<file path="config.mk">
export PLATFORM = sky130hd
export DESIGN_NAME = nlprg_5
export DESIGN_NICKNAME = d
export VERILOG_FILES = /design/src/rtl/nlprg_pkg.sv /design/src/rtl/nlprg_fb.sv /design/src/rtl/nlprg_5.sv
export SDC_FILE = /design/constraint.sdc
export NUM_CORES = 1
export LEC_CHECK = 0
export ABC_AREA = 0
export BUFFER_PORTS_ARGS = -buffer_cell sky130_fd_sc_hd__buf_2
export CAP_MARGIN = 10
export CORE_AREA = 2 2 39 41
export DETAILED_ROUTE_END_ITERATION = 12
export DIE_AREA = 0 0 41 43
export GPL_TIMING_DRIVEN = 0
export PLACE_DENSITY = 0.3
export SYNTH_ARGS = -nofsm -noshare
export SYNTH_HDL_FRONTEND = slang
export SYNTH_SLANG_ARGS = --single-unit
</file>
<file path="constraint.sdc">
create_clock -name ck -period 2.25 [get_ports ck]
set_input_delay 0.225 -clock ck [delete_from_list [all_inputs] [get_ports ck]]
set_output_delay 0.225 -clock ck [all_outputs]
set_load 0.01 [all_outputs]
</file>
<file path="src/rtl/nlprg_pkg.sv">
// Shared types and constants for the 5-bit nonlinear (de Bruijn) generator.
package nlprg_pkg;
  localparam int NLPRG_W = 5;

  typedef logic [NLPRG_W-1:0] nlprg_state_t;

  // Feedback taps of x^5+x^2+1: state bits 4 and 2
  localparam nlprg_state_t NLPRG_TAPS = 5'b10100;
  localparam nlprg_state_t NLPRG_SEED = 5'b00000;
endpackage

</file>
<file path="src/rtl/nlprg_fb.sv">
// Next-state function: LFSR tap XOR plus zero-detect correction that
// splices 00000 into the cycle between 10000 and 00001.
module nlprg_fb
  import nlprg_pkg::*;
(
  input  nlprg_state_t state_i,
  output nlprg_state_t nxt_o
);
  logic lo_zero;
  logic fb;

  assign lo_zero = (state_i[NLPRG_W-2:0] == '0);
  assign fb      = (^(state_i & NLPRG_TAPS)) ^ lo_zero;
  assign nxt_o   = {state_i[NLPRG_W-2:0], fb};
endmodule

</file>
<file path="src/rtl/nlprg_5.sv">
// 5-bit full-period (32-state) pseudo-random generator; o is the state register.
// Optional step enable input en when NLPRG_STEP_EN is defined.
module nlprg_5
  import nlprg_pkg::*;
#(
  parameter nlprg_state_t SEED = NLPRG_SEED
) (
  input  logic         ck,
  input  logic         rst,
`ifdef NLPRG_STEP_EN
  input  logic         en,
`endif
  output nlprg_state_t o
);
  nlprg_state_t s_q, s_d, nxt;

  nlprg_fb u_fb (
    .state_i (s_q),
    .nxt_o   (nxt)
  );

`ifdef NLPRG_STEP_EN
  always_comb begin
    s_d = s_q;
    if (en) s_d = nxt;
  end
`else
  always_comb begin
    s_d = nxt;
  end
`endif

  always_ff @(posedge ck or posedge rst) begin
    if (rst) s_q <= SEED;
    else     s_q <= s_d;
  end

  assign o = s_q;
endmodule

</file>
==> Yosys cells after proc, flatten, opt, wreduce, memory -nomap -nowiden <==
Index checks and enable logic that the tools add are counted.
{ "totals": {"reg_bits": 5, "in_bits": 2, "out_inout_bits": 5, "elab_cells": 4} }
{ "classes": {"bitwise_logic": 1, "reduce_logical": 2} }
{ "ops": {"columns": ["op", "n"], "rows": [
  ["$reduce_xor A5 Y1", 1],
  ["$logic_not A4 Y1", 1],
  ["$xor A1 B1 Y1", 1]
]} }

==> Longest topological paths before layout <==
{ "logic_depth": {"word_depth": 2, "depth_mapped": 2, "depth_no_buf": 2} }

==> Cells and area by module <==
From an unflattened synthesis, not the netlist that was laid out.
{ "unflattened": {"cells_unflattened": 16, "area_unflattened_um2": 198.9} }
{ "by_module_without_submodules": {"columns": ["mod", "n_inst", "cells_each", "area_per_inst_um2", "seq_area_each_um2"], "rows": [
  ["nlprg_5", 1, 6, 128.9, 125.1],
  ["nlprg_fb", 1, 10, 70.1, 0.0]
]} }

==> Worst setup path after synthesis <==
Ideal clock, no wire load.
{ "synth_path": {"kind": "register -> register", "startpoint": "register s_q[3] (netlist: o[3])", "endpoint": "register s_q[0] (netlist: o[0])", "setup_time_ps": 94, "arrival_time_ps": 954, "required_ps": 2156, "setup_slack_ps": 1202, "path_stages_with_launch": 3, "path_buffers": 0, "period_less_slack_ps": 1048, "path_cell_list": "dfrtp_1 -> or3_1 -> a211oi_1"} }
{ "synth_via": {"elab_chain_len": 2} }
{ "synth_lines": {"columns": ["item", "line_no", "rtl"], "rows": [
  ["start: declaration", "nlprg_5.sv:15", "nlprg_state_t s_q, s_d, nxt;"],
  ["start signal: assignment", "nlprg_5.sv:34", "if (rst) s_q <= SEED;"],
  ["start signal: assignment", "nlprg_5.sv:35", "else s_q <= s_d;"],
  ["$logic_not A4 Y1", "nlprg_fb.sv:12", "assign lo_zero = (state_i[NLPRG_W-2:0] == '0);"],
  ["$xor A1 B1 Y1", "nlprg_fb.sv:13", "assign fb = (^(state_i & NLPRG_TAPS)) ^ lo_zero;"],
  ["net u_fb.fb", "nlprg_fb.sv:10", "logic fb;"]
]} }
The timed path passes the listed nets, and every way through them passes these cells.

==> Worst setup path after layout <==
Ends and elaborated chain as after synthesis.

==> impl_metrics.py <==
metrics = {
    "route": {
        "ant_nets": 0,
        "drc_errors": 0,
        "drt_iter0_drc": 6,
        "via_per_inst": 3.34,
        "first_pass_iters": 4,
        "post_drt_wl_per_cell_um": 8.45,
        "num_vias": 127,
        "wl_um": 321,
    },
    "yosys": {
        "synth-async-reset-ratio_pct": 100,
        "syn_avg_cell_area_sq_um": 14.7,
        "synth-xor-area-share_pct": 0,
        "yosys_warnings": 0,
        "synth_top_family_by_area": "simple AND/OR/NAND/NOR gates",
        "synth_area_sq_um": 161,
        "seq_area_frac_synth_pct": 77.5,
        "ys.flop_type": "dfrtp_1",
        "synth_compound_area_share_pct": 4.65,
        "yosysUniqueCellTypes": 7,
        "synthAdderAreaFrac_pct": 0,
        "synth_edf_count": 0,
        "syn_inst": 11,
        "synthTopCellsByArea": "dfrtp_1 78%, nor4b_1 5.4%, a211oi_1 4.7%",
        "ys_ff_latch": 5,
        "muxShareOfSynthArea_pct": 0,
        "synth_top_area_share_pct": 77.5,
        "yosysMostFrequentCell": "dfrtp_1",
        "synth_simple_gate_area_share_pct": 15.5,
        "synth_fp_nets": 13,
        "yosys.area.top_type": "dfrtp_1",
    },
    "place": {
        "pre_cts_slack_ns": 1.19,
        "numPortBuffers": 6,
        "gp_congestion": 0.548,
    },
    "floorplan": {
        "start_util_pct": 11.7,
        "die_y_um": 43,
        "ioPinCount": 7,
        "die_w_um": 41,
        "die-area_sq_um": 1760,
        "rows": 14,
        "core_area_sq_um": 1380,
    },
    "global_route": {
        "grt_pass1_vias": 118,
        "grt_overflow": 0,
        "grt_pass1_wl_um": 503,
        "grt_max_degree": 6,
        "grtUsageTotal_pct": 5.36,
        "antenna_found_initial": 0,
    },
    "power_and_ir_drop": {
        "power_frac_clock_pct": 52.7,
        "p_seq_share_pct": 45.3,
        "power_leakage_uw": 0.000121,
        "p_sw_uw": 39.8,
        "swShare_pct": 20.0,
        "vdd_ir_drop_max_uv": 157,
        "combPwrFrac_pct": 2.0,
        "p_int_uw": 159,
        "powerDensity_nw_per_um2": 803,
        "total_power_uw": 199,
    },
    "cells_and_area": {
        "drive_gt1_share_pct": 40.9,
        "largest_register_ff_count": 5,
        "multi_input_area_sq_um": 32.5,
        "seq_area_sq_um": 125,
        "antenna_cells": 0,
        "fillCellCount": 146,
        "area_growth_pct": 53.5,
        "fin_nets": 25,
    },
    "worst_setup_path": {
        "path_max_fanout": 4,
        "cp.required_ns": 2.40,
        "path_cells": "or3_1 > a211oi_1",
        "regToRegSetupSlack_ns": 1.16,
        "slowest_stage": "dfrtp_1",
        "worstSetupEndpointType": "flip-flop",
        "crit_arrival_ns": 1.24,
        "criticalPathCategory": "flip-flop to flip-flop",
        "max_stage_delay_ns": 0.40,
        "critPathLaunchType": "flip-flop",
    },
    "run": {
        "cap_violations": 0,
    },
    "cts": {
        "worstSkewPairLatency_ns": 0.24,
        "cts.sinks": 5,
        "cts_tree": "done",
        "cts_root_buf": "clkbuf_4",
        "htree_levels": 1,
        "cts_made_buffers": 3,
        "post_cts_buffers": 0,
        "cts.clk_slew.worst_paths_ns": 0.05,
        "cts_max_path_buffers": 2,
    },
    "timing": {
        "relSlewSlack_pct": 83.2,
        "period_share_pct": 48.5,
        "tightest_slew_ns": 0.249,
        "timing.final.ws_setup_ns": 1.16,
        "max_freq_mhz": 916,
        "clock_skew_ns": 0.00415,
        "drv_slew": 0,
        "min_period_ns": 1.09,
        "rsz0062_at_grt": "false",
        "fin_tns_setup_ns": 0,
        "setup_viol": 0,
        "hold_viol": 0,
    },
    "min_path": {
        "hp-class": "flip-flop to flip-flop",
    },
    "run_status": {
        "status": "complete, no violations",
    },
}
## per-stage QoR
step | instance area [sq um] | hold slack [ns] | cells | utilization [%]
2_1_floorplan | 161 | 0.00352 | 11 | -
3_3_place_gp | 211 | 0.120 | 33 | 15.3
3_5_place_dp | 211 | 0.132 | 33 | 15.3
4_1_cts | 248 | 0.408 | 38 | 17.9
5_1_grt | 248 | 0.438 | 38 | 17.9
6_report | 248 | 0.401 | 38 | 17.9
## routing by layer
layer	share of wire [%]	wire length (um)	track usage [%]
met2	29	94	4.06
met5	0	0	0
met4	1.9	6	6.00
met1	50	161	6.25
met3	18	59	6.28
## placed cells by master (no fill, tap or decap)
cell type	n
or3_1	1
a211oi_1	1
nor4b_1	1
and2_1	1
dfrtp_1	5
buf_2	6
clkbuf_1	1
clkbuf_4	3
inv_1	1
nor2_1	1
dlygate4sd3_1	1
## cell families after synthesis
logic type	Yosys count
buffers and inverters	1
AO/OA/AOI/OAI	1
flip-flops	5
AND/OR/NAND/NOR	4
## worst paths after layout
| check | startpoint | to | cells after the start |
|---|---|---|---|
| max | o[3]$_DFF_PP0_ | o[0]$_DFF_PP0_ | 2 |
| min | o[2]$_DFF_PP0_ | o[3]$_DFF_PP0_ | 0 |
| max reg2reg | o[3]$_DFF_PP0_ | o[0]$_DFF_PP0_ | 2 |
| min reg2reg | o[2]$_DFF_PP0_ | o[3]$_DFF_PP0_ | 0 |
| max in group asynchronous | rst | o[2]$_DFF_PP0_ | 3 |
| min in group asynchronous | rst | o[4]$_DFF_PP0_ | 3 |
## worst max-delay path, delay by kind of cell (launching register included)
kind             cells  cell delay (ns)
AO/OA/AOI/OAI        1             0.22
flip-flops           1             0.40
AND/OR/NAND/NOR      1             0.38
## power by group through the flow
stage                     Clock (uW)  Combinational (uW)  Sequential [uW]
final                            105                3.89             90.2
after global routing             114                4.71             90.1
after CTS                        111                3.97             90.2
after floorplan                    0                1.46             91.6
after global placement             0                2.49             91.6
after detailed placement           0                2.72             91.6
## layout make-up
class | count | share of cell area (%)
clock buffer | 4 | 10.6
tap | 16 | 8.08
inverter | 1 | 1.52
multi-input combinational | 5 | 13.1
timing repair buffer | 7 | 16.2
sequential | 5 | 50.5
## repair_timing
action | CTS | global route
setup endpoints to repair | 0 | 0
hold buffers | 1 | 0
resized for setup | 0 | 0
endpoints found under the hold margin | 5 | 0
No activity file was read; power rests on OpenSTA's default activity.
